===== config.mk =====
export PLATFORM = sky130hd
export DESIGN_NAME = rice_block_decoder
export DESIGN_NICKNAME = d
export VERILOG_FILES = /design/src/rtl/rice_pkg.sv /design/src/rtl/rice_fs_counter.sv /design/src/rtl/rice_block_decoder.sv
export SDC_FILE = /design/constraint.sdc
export NUM_CORES = 1
export LEC_CHECK = 0
export CAP_MARGIN = 20
export CORE_ASPECT_RATIO = 0.9
export CORE_MARGIN = 2
export CORE_UTILIZATION = 30
export CTS_CLUSTER_DIAMETER = 40
export DETAILED_ROUTE_END_ITERATION = 16
export SLEW_MARGIN = 20
export SYNTH_ARGS = -nofsm -noshare
export SYNTH_HDL_FRONTEND = slang
export SYNTH_SLANG_ARGS = --single-unit

===== constraint.sdc =====
create_clock -name clk -period 27.1 [get_ports clk]
set_input_delay 4.065 -clock clk [delete_from_list [all_inputs] [get_ports clk]]
set_output_delay 4.065 -clock clk [all_outputs]
set_load 0.01 [all_outputs]

===== src/rtl/rice_pkg.sv =====
// Shared constants, state encoding and FS limit helper for the Rice block decoder.
package rice_pkg;

  localparam int N     = 10;
  localparam int J     = 32;
  localparam int ID_W  = 4;
  localparam int K_MAX = 8;
  localparam logic [ID_W-1:0] ID_RAW = 4'hF;

  typedef enum logic [2:0] {
    S_ID,
    S_REF,
    S_FS,
    S_SPLIT,
    S_RAW,
    S_OUT
  } state_t;

  // Largest legal fundamental-sequence value for split option k.
  function automatic logic [N-1:0] fs_limit(input logic [ID_W-1:0] k);
    return {N{1'b1}} >> k;
  endfunction

endpackage


===== src/rtl/rice_fs_counter.sv =====
// Zero-run counter for one fundamental sequence: counts zeros, reports the
// terminating '1' (done) or a run that exceeds the limit (overflow).
module rice_fs_counter
  import rice_pkg::*;
(
  input  logic         clk,
  input  logic         reset,
  input  logic         clear,
  input  logic         bit_valid,
  input  logic         bit_in,
  input  logic [N-1:0] limit,
  output logic [N-1:0] count,
  output logic         done,
  output logic         overflow
);

  assign done     = bit_valid && bit_in;
  assign overflow = bit_valid && !bit_in && (count == limit);

  always_ff @(posedge clk or posedge reset) begin
    if (reset)
      count <= '0;
    else if (clear || done || overflow)
      count <= '0;
    else if (bit_valid)
      count <= count + 1'b1;
  end

endmodule


===== src/rtl/rice_block_decoder.sv =====
// Bit-serial Rice split-sample block decoder (32 x 10-bit samples per block).
// Define RICE_REF_SAMPLE_EN to parse a 10-bit reference sample after each ID.
module rice_block_decoder
  import rice_pkg::*;
(
  input  logic           clk,
  input  logic           reset,
  input  logic           in_bit,
  input  logic           in_valid,
  output logic           in_ready,
  output logic [N*J-1:0] symbol,
  output logic [N-1:0]   xref,
  output logic           out_valid,
  input  logic           out_ready,
  output logic           block_err
);

  localparam logic [4:0] LAST_IDX = 5'(J - 1);

  state_t          state, state_nx;
  logic            accept, enter, err_nx;
  logic [3:0]      bit_cnt;
  logic [4:0]      idx;
  logic [3:0]      id_r, id_full, k_last;
  logic            id_legal;
  logic [N-1:0]    fs_mem [J];
  logic [N-1:0]    fs_count;
  logic            fs_done, fs_ovf;

  function automatic state_t payload_state(input logic [3:0] id);
    return (id == ID_RAW) ? S_RAW : S_FS;
  endfunction

  assign accept   = in_valid && in_ready;
  assign id_full  = {id_r[2:0], in_bit};
  assign id_legal = (id_full == ID_RAW) || (id_full <= 4'(K_MAX));
  assign k_last   = id_r - 4'd1;

  rice_fs_counter u_fs_counter (
    .clk       (clk),
    .reset     (reset),
    .clear     (state != S_FS),
    .bit_valid (accept && (state == S_FS)),
    .bit_in    (in_bit),
    .limit     (fs_limit(id_r)),
    .count     (fs_count),
    .done      (fs_done),
    .overflow  (fs_ovf)
  );

  always_ff @(posedge clk or posedge reset) begin
    if (reset)
      state <= S_ID;
    else
      state <= state_nx;
  end

  always_comb begin
    state_nx = state;
    err_nx   = 1'b0;
    case (state)
      S_ID:
        if (accept && bit_cnt == 4'(ID_W - 1)) begin
          if (!id_legal)
            err_nx = 1'b1;
`ifdef RICE_REF_SAMPLE_EN
          else
            state_nx = S_REF;
`else
          else
            state_nx = payload_state(id_full);
`endif
        end
      S_REF:
        if (accept && bit_cnt == 4'(N - 1))
          state_nx = payload_state(id_r);
      S_FS:
        if (fs_ovf) begin
          err_nx   = 1'b1;
          state_nx = S_ID;
        end else if (fs_done && idx == LAST_IDX) begin
          state_nx = (id_r != 4'd0) ? S_SPLIT : S_OUT;
        end
      S_SPLIT:
        if (accept && bit_cnt == k_last && idx == LAST_IDX)
          state_nx = S_OUT;
      S_RAW:
        if (accept && bit_cnt == 4'(N - 1) && idx == LAST_IDX)
          state_nx = S_OUT;
      S_OUT:
        if (out_ready)
          state_nx = S_ID;
      default:
        state_nx = S_ID;
    endcase
  end

  // An illegal ID stays in S_ID but still counts as a fresh entry.
  assign enter = (state_nx != state) || err_nx;

  always_comb begin
    in_ready  = (state != S_OUT);
    out_valid = (state == S_OUT);
  end

  always_ff @(posedge clk or posedge reset) begin
    if (reset) begin
      bit_cnt   <= '0;
      idx       <= '0;
      block_err <= 1'b0;
    end else begin
      block_err <= err_nx;
      if (enter) begin
        bit_cnt <= '0;
        idx     <= '0;
      end else if (accept) begin
        case (state)
          S_ID, S_REF: bit_cnt <= bit_cnt + 4'd1;
          S_FS:        if (fs_done) idx <= idx + 5'd1;
          S_SPLIT:
            if (bit_cnt == k_last) begin
              bit_cnt <= '0;
              idx     <= idx + 5'd1;
            end else begin
              bit_cnt <= bit_cnt + 4'd1;
            end
          S_RAW:
            if (bit_cnt == 4'(N - 1)) begin
              bit_cnt <= '0;
              idx     <= idx + 5'd1;
            end else begin
              bit_cnt <= bit_cnt + 4'd1;
            end
          default: ;
        endcase
      end
    end
  end

  // Split and raw bits shift into the low end of the entry, so the stored m
  // ends up as m << k with the split bits below it.
  always_ff @(posedge clk or posedge reset) begin
    if (reset) begin
      id_r <= '0;
      for (int i = 0; i < J; i++)
        fs_mem[i] <= '0;
    end else if (accept) begin
      case (state)
        S_ID:           id_r <= id_full;
        S_FS:           if (fs_done) fs_mem[idx] <= fs_count;
        S_SPLIT, S_RAW: fs_mem[idx] <= {fs_mem[idx][N-2:0], in_bit};
        default: ;
      endcase
    end
  end

`ifdef RICE_REF_SAMPLE_EN
  logic [N-1:0] xref_r;

  always_ff @(posedge clk or posedge reset) begin
    if (reset)
      xref_r <= '0;
    else if (accept && state == S_REF)
      xref_r <= {xref_r[N-2:0], in_bit};
  end

  assign xref = xref_r;
`else
  assign xref = '0;
`endif

  always_comb begin
    symbol = '0;
    for (int i = 0; i < J; i++)
      symbol[(J-1-i)*N +: N] = fs_mem[i];
  end

endmodule


Word-level counts from Yosys, hierarchy flattened
Index checks and enable logic that the tools add are counted.
{"block": "word_totals", "register_bits": 347, "inputBits": 5, "out_inout_bits": 333, "wordCells": 134}
{"block": "classes", "n_addsub": 4, "order_cmp": 3, "eq_ne": 19, "n_shift": 1, "muxes": 38, "n_bitwise": 1, "reduce_logical": 30}
{"operator": "$bwmux 320", "count": 2}
{"operator": "$pmux 320 s2", "count": 1}
{"operator": "$mux 320", "count": 1}
{"operator": "$bmux 10 s5", "count": 1}
{"operator": "$demux 10 s5", "count": 1}
{"operator": "$mux 3", "count": 11}
{"operator": "$mux 10", "count": 3}
{"operator": "$mux 5", "count": 5}
{"operator": "$mux 9", "count": 2}
{"operator": "$pmux 3 s6", "count": 1}
{"operator": "$mux 4", "count": 4}
{"operator": "$pmux 5 s3", "count": 1}
{"operator": "$eq 4x4->1 const B", "count": 3}
{"operator": "$logic_and 1x1->1", "count": 12}
{"operator": "$ne 3x3->1 const B", "count": 4}
{"operator": "$pmux 4 s3", "count": 1}
{"operator": "$reduce_bool 4->1", "count": 3}
{"operator": "$add 10x1->10 const B", "count": 1}
{"operator": "$eq 10x10->1", "count": 1}
{"operator": "$shr 10x4->10 const A", "count": 1}
{"operator": "$eq 3x2->1 const B", "count": 2}
{"operator": "$eq 3x3->1 const B", "count": 2}
{"operator": "$ge 6x6->1 const B", "count": 1}
{"operator": "$lt 6x1->1 const B", "count": 1}
{"operator": "22 further kinds", "count": 31}

Logic depth before layout (Yosys ltp)
{"block": "logic_depth", "depth_word": 12, "ltp_mapped": 12, "mapped_depth_nobuf": 10}

By module
From an unflattened synthesis, not the netlist that was laid out.
{"block": "unflattened", "hier_cells": 1413, "hier_area_um2": 17269.1}
{"module": "rice_block_decoder", "instances": 1, "cells_each": 1350, "area_each_um2": 16652.2, "seq_area_each_um2": 8433.1}
{"module": "rice_fs_counter", "instances": 1, "cells_each": 63, "area_each_um2": 616.8, "seq_area_each_um2": 250.2}

Worst setup path after synthesis
OpenSTA, ideal clock, no wires.
{"block": "synth_path", "kind": "input port to flip-flop", "startpoint": "input in_valid", "endpoint": "register u_fs_counter.count[8]", "setup_ns": 0.142, "arrival_time_ns": 5.569, "required_time_ns": 26.958, "setup_slack_ns": 21.390, "stages": 7, "path_buffers": 1, "cell_sequence": "buf_2 or4b_2 and3_1 and3_1 nand4_1 xor2_1 nor3_1"}
{"block": "synth_via", "elab_chain_len": 6, "word_cells_on_any_way": 9, "classes_between": "1 x mux; 8 x reduce/logical"}
{"item": "from (decl)", "line": "rice_block_decoder.sv:9", "rtl": "input logic in_valid,"}
{"item": "$logic_and 1x1->1 (*)", "line": "rice_block_decoder.sv:34", "rtl": "assign accept = in_valid && in_ready;"}
{"item": "$logic_and 1x1->1 (*)", "line": "rice_block_decoder.sv:43", "rtl": ".bit_valid (accept && (state == S_FS)),"}
{"item": "$logic_and 1x1->1, on equally long branches", "line": "rice_fs_counter.sv:17, rice_fs_counter.sv:18"}
{"item": "$logic_or 1x1->1 or $logic_and 1x1->1 (tied branches)", "line": "rice_fs_counter.sv:23, rice_fs_counter.sv:18"}
{"item": "$logic_or 1x1->1", "line": "rice_fs_counter.sv:23", "rtl": "else if (clear || done || overflow)"}
{"item": "$mux 10 or $reduce_bool 2->1 (tied branches)"}
{"item": "to (signal assigned)", "line": "rice_fs_counter.sv:26", "rtl": "count <= count + 1'b1;"}
{"item": "to (decl)", "line": "rice_fs_counter.sv:12", "rtl": "output logic [N-1:0] count,"}
Mark *: on every way between the ends. The rest lies on a longest branch, timed or not.
A chain may end at the register's enable or synchronous reset.

Worst setup path after layout
{"block": "layout_path", "startpoint": "input in_bit", "endpoint": "register fs_mem (netlist bit symbol[39])"}
{"block": "layout_via", "elab_chain_len": 3}
{"item": "from (decl)", "line": "rice_block_decoder.sv:8", "rtl": "input logic in_bit,"}
{"item": "$logic_and 1x1->1", "line": "rice_fs_counter.sv:17", "rtl": "assign done = bit_valid && bit_in;"}
{"item": "$ne 2x2->1 (no source line)"}
{"item": "$reduce_and 3->1 (no source line)"}
{"item": "to (signal, indexed assignment)", "line": "rice_block_decoder.sv:150", "rtl": "S_FS: if (fs_done) fs_mem[idx] <= fs_count;"}
{"item": "to (signal, indexed assignment)", "line": "rice_block_decoder.sv:151", "rtl": "S_SPLIT, S_RAW: fs_mem[idx] <= {fs_mem[idx][N-2:0], in_bit};"}
{"item": "to (decl)", "line": "rice_block_decoder.sv:26", "rtl": "logic [N-1:0] fs_mem [J];"}
Every way passes these cells.

==> results by stage <==
Synth:
- The synthesized-area fraction occupied by ao, oa, aoi and oai cells is 0.124.
- The average size of a mapped cell is 10.8 sq um.
- In the synthesized netlist the async set-or-reset flop fraction comes to 1.00.
- The share of synthesized cell area in and, or, nand and nor gates is 0.133.
- After synthesis, the share of cell area in mux cells is 0.137.
- The mapped netlist covers 16,000 sq um.
- The prevailing post-synth register cell is dfrtp_1.
- By area, the combinational part of the netlist is dominated by multiplexers.
- In the synthesized netlist, the number of instances is 1,480.
- The leading area contributor after synthesis is dfrtp_1.
- The adder-cell area share of the yosys netlist is 0.00940.
- The top-area cell type share of the netlist area is 0.544.
- During synthesis, Yosys emitted a total of 0 warnings.
- The number of synthesized register bits is 347.
- The number of library cell types mapped by synthesis is 62.
- Of the synthesized area, sequential elements account for 0.544.
- The most frequently used cell type in the post-synthesis netlist is dfrtp_1.
- Sorting the synthesized cells by area gives the leading types as dfrtp_1, o21ai_0, nand2_1.
- Ranked by instance count, the synthesized netlist is headed by dfrtp_1, nand2_1, o21ai_0, clkbuf_1, mux4_2.
- The number of enable flip-flop cells after synthesis is 0.
- Of the total synthesized cell area, the portion taken by XOR and XNOR cells is 0.00987.

Place:
- The pre-CTS worst setup slack is 19,770 ps.
- The weighted congestion at the end of routability-driven global placement is 0.894.
- The half-perimeter wire length after detailed placement is 41.5 mm.
- Once placement finished, the instance area stood at 19,700 sq um.
- In this run the tool buffered the top-level ports with 327 buffer cells.

Timing:
- The worst slew margin relative to its limit is 0.250.
- Once routing completed, OpenROAD measured the worst setup slack at 20,380 ps.
- Summed over all failing endpoints, the final setup total negative slack is 0 ps.
- Between clock sinks in the finished design, the worst skew comes to 21.4 ps.
- The number of max-slew violations in the final report is 0.
- The number of endpoints with negative hold slack in the final report was 0.
- The post-route minimum period is 6720 ps.
- For this run, the top clock speed supported by timing is 0.149 GHz.
- For the pin with the worst max-slew slack, the measured transition is 1120 ps.
- The setup-violating endpoint count in the final report is 0.
- Setup repair after global routing left no endpoint under its margin.
- In the finished design, the share of the clock period the worst path needs comes to 0.248.

Pwr:
- The total power draw is 1.49 mW.
- The power per cell area is 68.5 nW/um^2.
- The leakage dissipation is 8.97 nW.
- Across the VDD grid, the largest voltage drop is 0.0471 mV.

GRT:
- The aggregate global-route resource usage is 0.213.
- The wire length of the first global-routing pass is 86.7 mm.
- The number of global-route vias before repair is 12,700.
- The number of antenna violations at the first check in global routing is 0.
- The aggregate global routing overflow is 0.
- The pin count of the biggest net entering global routing is 156.

Clocking:
- Clock-pin slew was measured on the worst setup and hold paths at 50 ps.
- TritonCTS created 57 clock buffers.
- Hold repair after CTS inserted 0 buffers.
- The maximum count of clock buffers along a single path is 3.
- The buffer type at the clock tree root is clkbuf_16.
- The count of cells resized by post-cts repair is 0.
- The maximum level of the CTS H-tree is 2.
- The number of sinks driven by the clock tree is 347.
- The clock latency at the later pin of the worst-skew pair is 600 ps.
- The number of setup buffers added after CTS is 0.
- The TritonCTS clock tree is yes.

Die:
- The number of I/O pins is 338.
- The width of the die is 247 um.
- The area enclosed by the die boundary is 55,100 sq um.
- After floorplanning, the core was divided into 80 placement rows.
- The initial standard-cell utilization of the core is 0.302.
- The area of the core is 52,900 sq um.
- The floorplan step set the die height to 223 um.

Setup path:
- The type of the setup path with the least slack is primary input to register.
- The data arrival at the endpoint of the critical path is 7210 ps.
- At the worst endpoint, the required time is 27,580 ps.
- Grouping stages by cell kind, the critical path spends the most delay in buffers and inverters.
- STA classifies the critical path startpoint as a primary input.
- The signal on the critical path passes through clkdlybuf4s50_1 > nor2_1 > o21ai_2 > buf_4 > nand4_1 > mux2_2.
- The worst setup path is captured at a register.
- The critical-path cell with the highest stage delay is o21ai_2.
- The worst-path maximum fanout is 19.
- The reg-to-reg setup timing slack is 22,940 ps.
- The number of buffer and inverter stages on the critical path is 2.
- The largest single stage delay on the critical path is 730 ps.

Worst hold path:
- The path class of the lowest-slack min-delay path is register to register.

Routing:
- The detailed router finished its first iteration with 1,030 violations.
- The count of nets left with antenna violations once routing finished came out at 0.
- The total DRC errors in the routed layout is 0.
- Wires add up to 59.1 mm.
- The detailed-routing iteration count for the pre-antenna-repair pass is 5.
- The number of vias per cell is 5.18.
- The final route contains 13,000 vias.
- The average wire per cell in the routed design is 23.5 um.

Cells and area:
- The share of post-route cells with drive strength above 1 is 0.124.
- From synthesis to final layout, the design area changed by 36.2%.
- Fill cells in the final layout number 5,050.
- The final instance area is 21,800 sq um.
- 0 antenna diodes ended up in the layout.
- The layout net count is 1,788.
- Summing all multi-input logic gate instances after layout gives 6720 sq um.
- The total area of sequential cells is 8690 sq um.

Run:
- Across the run, the number of max-cap violations was 0.

Status:
- The flow ran to the end, and the final reports show no timing, DRC or antenna violations.
-- final cells by class --
class	count	area share
clock inverters	34	0.0181
well taps	697	0.0401
repair buffers	343	0.156
clock buffers	73	0.0744
flip-flops and latches	347	0.399
multi-input cells	1005	0.309
inverters	17	0.00351
-- stage by stage --
| stage | cells | util | hold WS [ps] |
|---|---|---|---|
| 3_5_place_dp | 2408 | 0.373 | 487 |
| 3_3_place_gp | 2408 | 0.373 | 480 |
| 5_1_grt | 2516 | 0.412 | 522 |
| 2_1_floorplan | 1489 | - | 527 |
| 6_report | 2516 | 0.412 | 497 |
| 4_1_cts | 2515 | 0.411 | 499 |
-- state kept, by name (all words and copies together), names as in the netlist --
| signal | count |
|---|---|
| id_r | 4 |
| idx | 5 |
| u_fs_counter.count | 10 |
| bit_cnt | 4 |
| block_err | 1 |
| symbol | 320 |
| state | 3 |
-- routing by layer --
layer,routed length [um],global-route usage,part of all wire,vias to the layer above
li1,-,-,-,5867
met5,0,0,0,-
met3,4280,0.0606,0.072,79
met4,1380,0.0535,0.023,0
met1,25300,0.286,0.43,6652
met2,28200,0.338,0.48,446
-- logic make-up after synthesis --
| logic type | Yosys count |
|---|---|
| simple gates | 482 |
| compound gates | 364 |
| flops | 347 |
| buf+inv | 137 |
| mux | 119 |
| xor+xnor | 18 |
| fa+ha+maj | 12 |
| other cells | 1 |
-- layout by cell type, fill, tap and decap left out, types with 5 or more instances in the layout --
cell             netlist  final
mux4_1                15     15
clkbuf_1              70      5
clkdlybuf4s50_1        0    326
o21ai_0              297    296
mux4_2                54     54
conb_1                 1     10
inv_6                  0     10
nand2_1              337    337
nand2b_1               7      7
clkbuf_16              0     59
inv_1                 16     15
and3_1                 7      7
xnor2_1                6      6
clkbuf_8               0      9
buf_4                 16     15
xor2_1                12     12
dfrtp_1              347    345
bufinv_16              0      6
clkinv_4               0      5
a21oi_1               10     10
a311oi_1               7      7
ha_1                  12     12
nand3_1               10     10
clkinv_2               0      8
o22ai_2                0      5
nor2_1                21     21
nand4_1               42     42
a22oi_1               12     12
nor3_1                27     27
mux2_2                33     33
mux2i_1               15     14
nand3b_1               5      5
-- final timing paths --
check	start	endpoint	cells past startpoint
worst max-delay path	in_bit	symbol[39]	6
worst min-delay path	symbol[305]	symbol[305]	2
worst max register to register	idx[0]	symbol[141]	7
worst min register to register	symbol[305]	symbol[305]	2
max in group asynchronous	reset	symbol[299]	4
min in group asynchronous	reset	symbol[99]	2
-- power by group --
group          leakage, nW  switching, mW  internal (mW)  total, mW
registers             4.83         0.0344          0.527      0.561
logic                 3.15          0.108         0.0670      0.175
clock network        0.986          0.272          0.483      0.755
-- worst min-delay path: stages (launching register included) --
cell and delay, ps:
dfrtp_1 350, nand2_1 50, o21ai_0 60
(Power assumes the default switching activity.)
==> variant: new RTL, same flow settings <==
Set the package constant `J` to 16 (it was 32).
--- a/src/rtl/rice_pkg.sv
+++ b/src/rtl/rice_pkg.sv
@@ -2,7 +2,7 @@
 package rice_pkg;
 
   localparam int N     = 10;
-  localparam int J     = 32;
+  localparam int J     = 16;
   localparam int ID_W  = 4;
   localparam int K_MAX = 8;
   localparam logic [ID_W-1:0] ID_RAW = 4'hF;
Ports: changed (resized symbol); port bits go from 338 to 178. No check against the original RTL was run, so the function may have changed too.
==> variant against the unedited design <==
  * Combinational power rose by 27%
  * Count of clock-buffer cells in the layout shrank 51
  * Synthesized cell count decreased by 45%
  * Sequential cell count shrank 160
  * Wire length decreased by 52%
  * Worst setup slack improved by 0.44 ns
  * Utilization shrank 2.8 points
  * Critical path depth shrank 2
  * Power fell by 45%
  * Cell area is 44% lower
  * First-iteration DRC count down 56%
  * Area after synthesis fell by 40%
  * Critical path type is now register to output port
  * Critical endpoint is now out_valid
  * Largest cell class unchanged
==> variant: results (changes against the unedited design) <==
----------------------------------------------------
[Clock network]
  Clock-pin slew reported for the worst setup and hold paths after clock tree synthesis ... 0.07 ns (+0.02 ns)
  Num CTS Buffers ... 17 (-70%)
  Number of levels in the clock H-tree ... 4 (+2)
  CTS Buffer Depth ... 2 (-1)

[Power and ir drop]
  Worst vdd rail ir drop ... 0.0499 mV (+6.0%)
  LEAKAGE ... 5.45 nW (-39%)

[Worst setup path]
  Worst setup path end ... out_valid
  Highest cell delay on the worst timing path ... 0.60 ns (-0.13 ns)
  Minimum setup slack among reg-to-reg paths ... 23.34 ns (+0.40 ns)
  Worst-path cell with the longest stage delay ... dfrtp_1
  Worst setup path class ... register to output port
  Critical path peak fanout ... 10 (-9)
  Largest delay share family, worst path ... flip-flops
  Critical path launch point ... state[2]
  Endpoint of the lowest-slack register-to-register path ... symbol[92]
  Arrival time at the worst endpoint ... 2.22 ns (-4.99 ns)
  Beginning of the worst register-to-register path ... idx[1]

[Finish]
  Flip-flop count of the largest register, all copies and words added ... 160 (-50%)
  Share of layout cells above drive strength 1 ... 20.9% (+8.5 points)
  Fin nets ... 962 (-46%)

[Placement]
  Total half-perimeter wirelength after legalization and detailed placement ... 20.2 mm (-51%)
  Final weighted congestion in routability-driven placement ... 0.805 (-10%)
  IO buf count ... 167 (-49%)

[Yosys]
  Count of distinct cell types in the synthesized netlist ... 64 (+3.2%)
  Cell types with the largest area share after synthesis ... dfrtp_1, mux2_2, mux2i_1, mux4_2, a21oi_1
  Most numerous cell types in the synthesized netlist ... dfrtp_1, mux2_2, mux2i_1, nand2_1, nor2_1
  Seq/Total Area, Yosys ... 48.5% (-5.9 points)
  Yosys synthesis warning count ... 0 (unchanged)

[Global route]
  Wire length of the first global-routing pass ... 43.2 mm (-50%)
  Maximum number of pins on one net before global-route repair ... 109 (-30%)
  Gr usage total ... 17.2% (-4.1 points)

[Outcome]
  Outcome ... complete, no violations

[Drt]
  Detailed-route via count ... 7,006 (-46%)
  Drt total wl ... 28.5 mm (-52%)
  Detailed router's first-iteration violation count ... 455 (-56%)

[STA]
  Post-route clock skew ... 0.00911 ns (-0.0123 ns)

----------------------------------------------------
## variant: layout make-up
cell class	count	area, µm²
fill	3087	19600
inverter	14	57.6
clock inverter	10	165
sequential	187	4680
timing repair buffer	172	1730
clock buffer	22	464
tap	416	520
multi-input combinational	552	4590
## variant: kinds of logic after synthesis
family	count (synthesis)	synth area share, %
DFF	187	48.5
adders and majority gates	13	1.69
AOI/OAI and AO/OA	139	10.1
other	1	0.0389
xor gates and xnor gates	15	1.50
buffers and inverters	79	4.34
muxes	196	24.2
and+or+nand+nor	179	9.66
## variant: per-layer routing
layer | wire length, µm | track usage, % | vias up
li1 | - | - | 3188
met1 | 13500 | 25.3 | 3570
met2 | 12800 | 25.3 | 223
met3 | 1820 | 4.20 | 25
met4 | 332 | 3.72 | 0
met5 | 0 | 0 | -
## variant: worst min-delay path by stage
stage | start | end | slack, ns | cells after the start
after detailed placement | symbol[109] | symbol[109] | 0.49 | 1
final | symbol[109] | symbol[109] | 0.50 | 1
after CTS | symbol[109] | symbol[109] | 0.51 | 1
after floorplan | symbol[9] | symbol[9] | 0.52 | 2
after global routing | symbol[109] | symbol[109] | 0.52 | 1
after global placement | symbol[119] | symbol[119] | 0.48 | 1
## variant: power by group
part | leakage [nW] | switching [mW] | internal [mW]
logic | 2.56 | 0.131 | 0.0917
clock network | 0.297 | 0.111 | 0.160
registers | 2.59 | 0.0407 | 0.293
total | 5.45 | 0.283 | 0.544
## variant: metrics by stage
stage               cells  total power, mW  instance area [µm²]  utilization, %  hold slack, ns
floorplan             818            0.503                 9680               -           0.516
global placement     1340            0.560                11600            36.3           0.481
detailed placement   1340            0.563                11600            36.3           0.489
CTS                  1372            0.834                12200            38.3           0.508
global route         1373            0.868                12200            38.4           0.519
finish               1373            0.827                12200            38.4           0.505
